`src/rtl/wb_stage.sv`:
```
// Writeback stage: commits ALU results and load data to the register file.
// rf_widx/rf_wdata hold the last committed pair so forwarding needs no enable.
//
// Ports:
//   clk, reset          rising-edge clock, synchronous active-high reset
//   in_valid/in_ready   EX/MEM handshake (ready while IDLE)
//   in_result, in_dst   ALU result and destination index
//   in_wr_en            instruction writes a register
//   in_is_load          result arrives later on the memory response
//   flush               squash in-flight and offered instruction
//   mem_rsp_valid/data  load response
//   rf_we/widx/wdata    register-file write port (idx/data hold between commits)
//   busy                waiting for load data
//   timeout_err         sticky load-timeout flag
//   commit_cnt          number of rf_we pulses, wraps
module wb_stage #(
    parameter int DATA_W      = 32,
    parameter int IDX_W       = 4,
    parameter int MEM_TIMEOUT = 15
) (
    input  logic              clk,
    input  logic              reset,
    input  logic              in_valid,
    output logic              in_ready,
    input  logic [DATA_W-1:0] in_result,
    input  logic [IDX_W-1:0]  in_dst,
    input  logic              in_wr_en,
    input  logic              in_is_load,
    input  logic              flush,
    input  logic              mem_rsp_valid,
    input  logic [DATA_W-1:0] mem_rsp_data,
    output logic              rf_we,
    output logic [IDX_W-1:0]  rf_widx,
    output logic [DATA_W-1:0] rf_wdata,
    output logic              busy,
    output logic              timeout_err,
    output logic [15:0]       commit_cnt
);

    localparam logic [0:0] IDLE     = 1'b0;
    localparam logic [0:0] WAIT_MEM = 1'b1;

    localparam logic [7:0] TIMER_LAST = 8'(MEM_TIMEOUT - 1);

    logic [0:0]       state;
    logic [7:0]       timer;
    logic [IDX_W-1:0] loadDst;
    logic             loadWrEn;
    logic             accept;
    logic             timerExpired;

    assign in_ready     = (state == IDLE);
    assign busy         = (state == WAIT_MEM);
    assign accept       = in_valid & in_ready & ~flush;
    assign timerExpired = (timer == TIMER_LAST);

    always_ff @(posedge clk) begin
        if (reset) begin
            state       <= IDLE;
            timer       <= '0;
            loadDst     <= '0;
            loadWrEn    <= 1'b0;
            rf_we       <= 1'b0;
            rf_widx     <= '0;
            rf_wdata    <= '0;
            timeout_err <= 1'b0;
            commit_cnt  <= '0;
        end else begin
            // Strobe defaults low; only a commit raises it for one cycle.
            rf_we <= 1'b0;

            unique case (state)
                IDLE: begin
                    if (accept) begin
                        if (in_is_load) begin
                            loadDst  <= in_dst;
                            loadWrEn <= in_wr_en;
                            timer    <= '0;
                            state    <= WAIT_MEM;
                        end else if (in_wr_en) begin
                            rf_we      <= 1'b1;
                            rf_widx    <= in_dst;
                            rf_wdata   <= in_result;
                            commit_cnt <= commit_cnt + 16'd1;
                        end
                    end
                end

                WAIT_MEM: begin
                    timer <= timer + 8'd1;
                    // Priority: flush, then response, then timeout.
                    if (flush) begin
                        state <= IDLE;
                    end else if (mem_rsp_valid) begin
                        state <= IDLE;
                        if (loadWrEn) begin
                            rf_we      <= 1'b1;
                            rf_widx    <= loadDst;
                            rf_wdata   <= mem_rsp_data;
                            commit_cnt <= commit_cnt + 16'd1;
                        end
                    end else if (timerExpired) begin
                        timeout_err <= 1'b1;
                        state       <= IDLE;
                    end
                end

                default: state <= IDLE;
            endcase
        end
    end

endmodule

```
`config.mk`:
```
export PLATFORM = sky130hd
export DESIGN_NAME = wb_stage
export DESIGN_NICKNAME = d
export VERILOG_FILES = /design/src/rtl/wb_stage.sv
export SDC_FILE = /design/constraint.sdc
export NUM_CORES = 1
export LEC_CHECK = 0
export ABC_AREA = 0
export CAP_MARGIN = 20
export CORE_ASPECT_RATIO = 0.75
export CORE_MARGIN = 3
export CORE_UTILIZATION = 38
export CTS_BUF_LIST = sky130_fd_sc_hd__clkbuf_8
export DETAILED_ROUTE_END_ITERATION = 16
export PLACE_DENSITY = 0.84
export SETUP_SLACK_MARGIN = 0.02
export SLEW_MARGIN = 15
export SYNTH_ARGS = -nofsm -noshare
export SYNTH_HDL_FRONTEND = slang
export SYNTH_SLANG_ARGS = --single-unit
```
`constraint.sdc`:
```
create_clock -name clk -period 2.3 [get_ports clk]
set_input_delay 0.46 -clock clk [delete_from_list [all_inputs] [get_ports clk]]
set_output_delay 0.46 -clock clk [all_outputs]
set_load 0.05 [all_outputs]
```
== Yosys cells after proc, flatten, opt, wreduce, memory -nomap -nowiden ==
Index checks and enable logic that the tools add are counted.
Word-level totals
  register bits: 68
  bits of input ports: 75
  output and inout bits: 56
Cells by class
  bitwise logic cells: 5
  eq/ne operators: 8
  add/sub/neg operators: 2
  mux-type cells: 37
  reductions and logical operators: 4
Operators with widths (number)
  $mux 32: 6
  $mux 16: 6
  $pmux 32 s2: 1
  $pmux 16 s2: 1
  $mux 4: 6
  $add 16x1->16 const B: 1
  $mux 8: 2
  $pmux 8 s2: 1
  $mux 1: 11
  $add 8x1->8 const B: 1
  $eq 8x4->1 const B: 1
  $ne 2x1->1 const B: 4
  $pmux 4 s2: 1
  $ne 2x2->1 const B: 3
  $reduce_and 6->1: 1
  $pmux 1 s2: 2
  $reduce_and 4->1: 1
  $not 1->1: 3
  $reduce_and 3->1: 1
  $and 1x1->1: 2
  $reduce_and 2->1: 1

== Logic depth before layout (Yosys ltp) ==
Gate-level depths: netlist of run 1.
  word-level depth: 5
  gate-level depth with buffers: 6

== Worst setup path before layout of run 1 ==
Ideal clock, no wire load.
  path kind: register to register
  start: register state, in the netlist busy
  end: register commit_cnt[13]
  arrival time: 2.025 ns
  slack: 0.154 ns
  library setup time: 0.121 ns
  buffers on the path: 2
  stages on the path, launching flop included: 7
  period minus slack after synthesis: 2.146 ns
  path through: dfxtp_1 > buf_4 > inv_2 > a21o_1 > buf_2 > nor4_2 > mux2_2
Between the ends
  longest elaborated chain between the ends: 5
Ends and longest elaborated chain
  start: declaration: RTL line 45  | logic [0:0] state;
  start signal: assignment: RTL line 59  | state <= IDLE;
  start signal: assignment: RTL line 79  | state <= WAIT_MEM;
  start signal: assignment: RTL line 93  | state <= IDLE;
  $not 1->1 (*)
  net in_ready: RTL line 24  | output logic in_ready,
  $and 1x1->1 (2 in a row): RTL line 54  | assign accept = in_valid & in_ready & ~flush;
  $ne 2x1->1 (no source line)
  $reduce_and 6->1 (no source line)
  end signal: assignment: RTL line 84  | commit_cnt <= commit_cnt + 16'd1;
  end signal: assignment: RTL line 100  | commit_cnt <= commit_cnt + 16'd1;
  end: declaration: RTL line 37  | output logic [15:0] commit_cnt
Mark *: on every way through the listed nets, which the timed path passes. The rest lies on a longest branch.
A chain may end at the register's enable or synchronous reset.

== Final worst setup path of run 1 ==
  start: register commit_cnt[6]
  end: output port commit_cnt[6]
No word-level cell between the ends.

==> results of run 1 <==
-- how the worst max path moves through the flow --
stage             startpoint             end  slack [ns]
2_1_floorplan           busy  commit_cnt[13]        0.15
5_1_grt        commit_cnt[6]   commit_cnt[6]         0.1
3_3_place_gp      in_is_load  commit_cnt[13]        0.01
4_1_cts        commit_cnt[6]   commit_cnt[6]        0.17
3_5_place_dp      in_is_load  commit_cnt[13]       -0.02
6_report       commit_cnt[6]   commit_cnt[6]        0.20
-- stage by stage --
| stage | TNS [ns] | setup slack, ns | power [mW] | utilization | hold slack, ns |
|---|---|---|---|---|---|
| floorplan | 0 | 0.154 | 1.49 | - | 0.450 |
| global placement | 0 | 0.0127 | 1.70 | 0.588 | 0.467 |
| detailed placement | -0.0226 | -0.0226 | 1.71 | 0.588 | 0.484 |
| CTS | 0 | 0.166 | 2.70 | 0.615 | 0.497 |
| global route | 0 | 0.0955 | 2.77 | 0.615 | 0.520 |
| finish | 0 | 0.198 | 2.67 | 0.615 | 0.497 |
-- power breakdown --
part | switching (mW) | internal [mW] | total [mW]
clock | 0.479 | 0.505 | 0.984
sequential | 0.0201 | 1.21 | 1.23
combinational | 0.231 | 0.220 | 0.451
total | 0.730 | 1.94 | 2.67
-- sequential cells by signal (all words and copies together), names as in the netlist --
register and count:
rf_we 1, loadDst 4, timeout_err 1, loadWrEn 1, rf_wdata 32, commit_cnt 16, rf_widx 4, busy 1
timer 8
-- routing by layer --
| layer | vias to the layer above | global-route usage | wire, um | share of wire |
|---|---|---|---|---|
| met5 | - | 0 | 0 | 0 |
| met4 | 0 | 0.0570 | 121 | 0.015 |
| met3 | 14 | 0.0784 | 738 | 0.090 |
| met2 | 89 | 0.295 | 4000 | 0.49 |
| met1 | 1350 | 0.211 | 3310 | 0.40 |
| li1 | 1477 | - | - | - |
-- placed cells by master, fill, tap and decap left out, types with 2 or more instances in the layout --
cell type        netlist  routed
inv_1                  3       3
a211oi_1              36      36
nor2_1                51      51
ha_1                   3       3
clkinvlp_4             0       2
nor3_1                 2       2
nand2_1                9       9
clkinv_4               0       2
a21o_1                 2       2
buf_4                  1       9
mux2_1                 2       2
nand2b_1               5       5
dfxtp_1               68      67
a31o_1                 2       2
a21oi_1               17      17
clkdlybuf4s50_1        0     127
nor2b_1                5       5
nand4_1                5       5
buf_12                 0       2
and4_1                 3       3
or4_1                  9       9
nand3_1               12      12
or2_2                  2       2
o211ai_1               2       2
o31ai_1                9       9
clkbuf_8               0       9
mux2i_1               43      43
or3_1                  2       2
-- final cells by class --
cell class / instances / area, um2
multi-input cells: 235 / 1610
well taps: 101 / 126
clock buffers: 9 / 124
flip-flops and latches: 68 / 1360
clock inverters: 7 / 76.3
repair buffers: 139 / 1380
fillers: 666 / 2940
inverters: 4 / 15.0
-- kinds of logic after synthesis --
logic type | after synthesis
AOI/OAI and AO/OA | 74
xor gates and xnor gates | 1
adders and majority gates | 3
DFF | 68
buffers and inverters | 31
muxes | 46
and+or+nand+nor | 111
-- worst min-delay path, cell delays in order, from the launching register on --
cell and delay, ns:
dfxtp_1 0.31, nor2_1 0.09, a211oi_1 0.05
==> metrics.txt, run 1 <==
Critical Path Start Type=register; worst-margin pin slew=around 0.55 ns; Mapped Cells=334; root buf cell=clkbuf_8; Yosys top cell area share=0.440; Synth-to-Final Area Change=51.6%; initial core utilization=0.406; HPWL after DPL=6150 um; synth unique cells=41; R2R setup slack=0.47 ns; R2R depth=4; synthesized area per cell=9.27 um2; Synth Net Count=412; status=complete, no violations; Final setup viols=0; ANT nets after route=0; CTS clk-pin slew, worst paths=0.08 ns; routed len/inst=14.5 um; hold endpoint=rf_wdata[19]; Worst Path Buf+Inv=1; Post-synth EDFFs=0; sequential cell area fraction in the yosys report=0.440; initial antenna violation count=0; Final Non-Filler Cells=563; Simple-Gate Fraction of Synth Area=0.181; # IOs=roughly 130; Clock Skews=0.0114 ns; CP max stage cell=clkdlybuf4s50_1; share of layout cells above drive strength 1=0.0779; Max clock buf depth=2; # diodes=0; Adder-Cell Fraction of Synth Area=0.0121; Die Area=9280 um2; Site Rows=27; final critical-path share of the clock period=0.914; Max-cap violations=0; Cell Area, Placed=~4500 um2; Worst slew margin=0.635; PwrDens=between 500 and 600 nW/um2; worst hold stages=2; HP Start=rf_wdata[19]; most frequent cells after synthesis=dfxtp_1, nor2_1, mux2i_1, a211oi_1, a21oi_1; Hold Violations, Final=0; DRC=0; WP depth=1; Hold Crit Class=reg2reg; xor/xnor share of the synthesized area=0.00283; Die X-Extent=110 um; crit path kind=reg2out; Synth area leader=dfxtp_1; Critical R2R Launch=busy; CP cell instances=clkdlybuf4s50_1; htree depth=3; CP max FO=7; post-CTS setup buffers=0; dominant synthesized flop cell=dfxtp_1; compound-cell area share of the yosys netlist=0.173; Inst Count DP=547; Max VDD drop=0.296 mV; YS warnings=0; CP top delay family=buffers and inverters; Async S/R FF share, synth=0; most frequent cell after synthesis=dfxtp_1; largest net degree at the start of global routing=48; Sink Count=68; Initial DRT Pass Iterations=4; vias in the first global route=2773; CTS tree=yes; DIE HEIGHT=84.2 um; Pleak=1.57 nW; multiplexer share of the synthesized area=0.150; final WL=8170 um; via count=2930; post-route cell area=about 4700 um2; FF-to-FF End=commit_cnt[13]; vias per cell=5.20; overflow left after global routing=0; first-pass GRT wire length=13300 um; Skew-Pair Late Insertion Delay=0.34 ns; RSZ-0062 raised after global routing=no; max frequency=between 400 and 500 MHz; cell area after synthesis=3100 um2; max-slew violation count=0; Period minus WS final=2.10 ns; CTS buffer count=9; total track usage=0.180; synthesized flop and latch total=68; IO Port Bufs=between 100 and 150; gpl congestion=0.766; area of the core=between 7000 and 8000 um2; top post-synthesis cells by area=dfxtp_1, mux2i_1, a211oi_1; WP data arrival=between 1.5 and 2 ns; endpoint type of the worst setup path=primary output; DRT iter0 DRCs=112; Data required, critical path=1.84 ns; max incr delay on CP=0.85 ns; PostCTS Resize Cnt=0; number of nets in the final layout=535; hold_buf cts=0; main combinational cell family by area after synthesis=simple AND/OR/NAND/NOR gates
No activity file was read; power rests on OpenSTA's default activity.
==> inputs of run 2 (changes only) <==
--- a/config.mk
+++ b/config.mk
@@ -5,14 +5,14 @@
 export SDC_FILE = /design/constraint.sdc
 export NUM_CORES = 1
 export LEC_CHECK = 0
-export ABC_AREA = 0
+export ABC_AREA = 1
 export CAP_MARGIN = 20
 export CORE_ASPECT_RATIO = 0.75
 export CORE_MARGIN = 3
 export CORE_UTILIZATION = 38
-export CTS_BUF_LIST = sky130_fd_sc_hd__clkbuf_8
+export CTS_BUF_LIST = sky130_fd_sc_hd__clkbuf_8 sky130_fd_sc_hd__clkbuf_16
 export DETAILED_ROUTE_END_ITERATION = 16
-export PLACE_DENSITY = 0.84
+export PLACE_DENSITY = 0.83
 export SETUP_SLACK_MARGIN = 0.02
 export SLEW_MARGIN = 15
 export SYNTH_ARGS = -nofsm -noshare
==> metrics.txt, run 2 <==
Final setup viols=0 (unchanged); Critical R2R Launch=commit_cnt[0]; PwrDens=624 nW/um2 (+9.9%); Sink Count=68 (unchanged); R2R depth=9 (+5); initial core utilization=0.398 (-0.00716); most common library cell in the layout ignoring fill and taps=nand2_1; Data required, critical path=1.84 ns (about the same); share of layout cells above drive strength 1=0.0598 (-0.0182); Cell Area, Placed=4620 um2 (+2.7%); Biggest register=rf_wdata; top post-synthesis cells by area=dfxtp_1, nand2_1, o211a_1; Hold Violations, Final=0 (unchanged); area of the core=8060 um2 (+5.5%); first-pass GRT wire length=14800 um (+12%); IO Port Bufs=130 (unchanged); max-slew violation count=0 (unchanged); endpoint type of the worst setup path=primary output; Sum Neg Setup Slack=0 ns (unchanged); Mapped Cells=440 (+32%); register area=1360 um2 (unchanged); Yosys top cell area share=0.424 (-0.0156); synthesized area per cell=7.30 um2 (-21%); FILL cells=701 (+5.3%); Synth-to-Final Area Change=53.7%; CP top delay family=buffers and inverters; Max-cap violations=0 (unchanged); CTS clk-pin slew, worst paths=0.06 ns (-0.02 ns); CP max FO=7 (unchanged); CTS tree=yes; Worst slew margin=0.647 (+0.0120); Worst Path Buf+Inv=1 (unchanged); most frequent cells after synthesis=nand2_1, dfxtp_1, nand3_1, nor2_1, o211a_1; root buf cell=clkbuf_16; Skew-Pair Late Insertion Delay=0.32 ns (-0.02 ns); via count=3349 (+14%); crit path kind=reg2out; Async S/R FF share, synth=0 (unchanged); final critical-path share of the clock period=0.903 (-0.0111); post-place setup slack=0.363 ns (+0.386 ns); post-route cell area=4930 um2 (+5.1%); Setup WS post-layout=0.224 ns (+0.0255 ns); Die Area=9600 um2 (+3.4%); Hold Crit Class=reg2reg; Worst Setup SP=commit_cnt[0]; Final Non-Filler Cells=674 (+20%); max incr delay on CP=0.85 ns (about the same); max frequency=482 MHz (+1.2%); RSZ-0062 raised after global routing=no; Initial DRT Pass Iterations=4 (unchanged); Period minus WS final=2.08 ns (-0.0255 ns); WP data arrival=1.62 ns (-0.02 ns); overflow left after global routing=0 (unchanged); Synth Net Count=518 (+26%); Critical Path Start Type=register; most frequent cell after synthesis=nand2_1; FF-to-FF End=commit_cnt[12]; multi-input logic area=1580 um2 (-1.3%); cell area after synthesis=3210 um2 (+3.7%); Post-synth EDFFs=0 (unchanged); Largest regs=rf_wdata x32, commit_cnt x16, timer x8; ANT nets after route=0 (unchanged); dominant synthesized flop cell=dfxtp_1; total track usage=0.185 (+0.00568); Die X-Extent=112 um (+1.7%); status=complete, no violations; synthesized flop and latch total=68 (unchanged); R2R setup slack=0.81 ns (+0.34 ns); # diodes=0 (unchanged); sequential cell area fraction in the yosys report=0.424 (-0.0156); max reg flops=32 (unchanged); post-CTS setup buffers=0 (unchanged); gpl congestion=0.843 (+10%); Synth area leader=dfxtp_1; YS warnings=0 (unchanged); vias in the first global route=3167 (+14%); Pleak=2.16 nW (+37%); worst-margin pin slew=0.529 ns (-0.0179 ns); CP max stage cell=clkdlybuf4s50_1; routed len/inst=13.3 um (-8.5%); commonest non-fill, non-tap cells in the layout=nand2_1, clkdlybuf4s50_1, dfxtp_1, nand3_1, nor2_1; HPWL after DPL=6490 um (+5.5%); number of nets in the final layout=642 (+20%); CP endpoint=commit_cnt[0]; largest net degree at the start of global routing=58 (+21%); vias per cell=4.97 (-4.5%); Clock Skews=0.00544 ns (-0.00601 ns); # IOs=131 (unchanged); final WL=8950 um (+9.5%); Max clock buf depth=2 (unchanged); CTS buffer count=9 (unchanged); initial antenna violation count=0 (unchanged); hold_buf cts=0 (unchanged); DRT iter0 DRCs=217 (+94%); synth unique cells=26 (-37%); Inst Count DP=658 (+20%); CP cell instances=clkdlybuf4s50_1; WP depth=1 (unchanged); Max VDD drop=0.382 mV (+29%); DIE HEIGHT=85.6 um (+1.7%); DRC=0 (unchanged); Site Rows=28 (+3.7%); htree depth=3 (unchanged); PostCTS Resize Cnt=0 (unchanged)
## run 2: final cells by class
cell class / count / area share
multi-input cells: 313 / 0.321
repair buffers: 139 / 0.287
flip-flops and latches: 68 / 0.276
clock buffers: 10 / 0.0484
well taps: 105 / 0.0266
inverters: 33 / 0.0251
clock inverters: 6 / 0.0162
## run 2: power breakdown
part / internal (mW) / switching (mW) / total (mW) / leakage, nW
Sequential: 1.21 / 0.0185 / 1.23 / 0.552
Combinational: 0.201 / 0.204 / 0.405 / 1.45
Clock: 0.968 / 0.480 / 1.45 / 0.161
## run 2: worst min path at each step
stage | startpoint | endpoint | slack [ns] | cells after the start
final | loadDst[3] | loadDst[3] | 0.48 | 2
after global placement | loadDst[3] | loadDst[3] | 0.47 | 2
after CTS | loadDst[3] | loadDst[3] | 0.48 | 2
after floorplan | timer[7] | timer[7] | 0.45 | 2
after detailed placement | loadDst[3] | loadDst[3] | 0.47 | 2
after global routing | timer[7] | timer[7] | 0.51 | 2
## run 2: cell families (layout without fill, tap and decap cells)
kind of cell             after synthesis  in the layout  synth area share
AO/OA/AOI/OAI                         76             76             0.171
buffers and inverters                 59            188            0.0826
AND/OR/NAND/NOR                      233            233             0.307
XOR/XNOR                               1              1           0.00273
adder cells (fa/ha/maj)                3              3            0.0117
flip-flops                            68             68             0.424
## run 2: per-layer routing
layer | track usage | share of wire | vias up
met5 | 0 | 0 | -
met4 | 0.0480 | 0.0049 | 0
met3 | 0.0656 | 0.085 | 4
met2 | 0.288 | 0.46 | 121
met1 | 0.247 | 0.45 | 1519
li1 | - | - | 1705
## run 2: through the flow
| step | hold slack [ns] | power [mW] | util |
|---|---|---|---|
| 2_1_floorplan | 0.452 | 1.45 | - |
| 3_5_place_dp | 0.473 | 1.66 | 0.573 |
| 5_1_grt | 0.510 | 3.21 | 0.612 |
| 6_report | 0.480 | 3.08 | 0.612 |
| 4_1_cts | 0.485 | 3.12 | 0.612 |
| 3_3_place_gp | 0.465 | 1.65 | 0.573 |
==> inputs of run 3 (changes only) <==
--- a/config.mk
+++ b/config.mk
@@ -11,9 +11,11 @@
 export CORE_MARGIN = 3
 export CORE_UTILIZATION = 38
 export CTS_BUF_LIST = sky130_fd_sc_hd__clkbuf_8 sky130_fd_sc_hd__clkbuf_16
+export CTS_CLUSTER_DIAMETER = 80
 export DETAILED_ROUTE_END_ITERATION = 16
 export PLACE_DENSITY = 0.83
 export SETUP_SLACK_MARGIN = 0.02
+export SKIP_CTS_REPAIR_TIMING = 1
 export SLEW_MARGIN = 15
 export SYNTH_ARGS = -nofsm -noshare
 export SYNTH_HDL_FRONTEND = slang
==> results of run 3 <==
Final layout, timing and power as in run 2 (identical DEF).
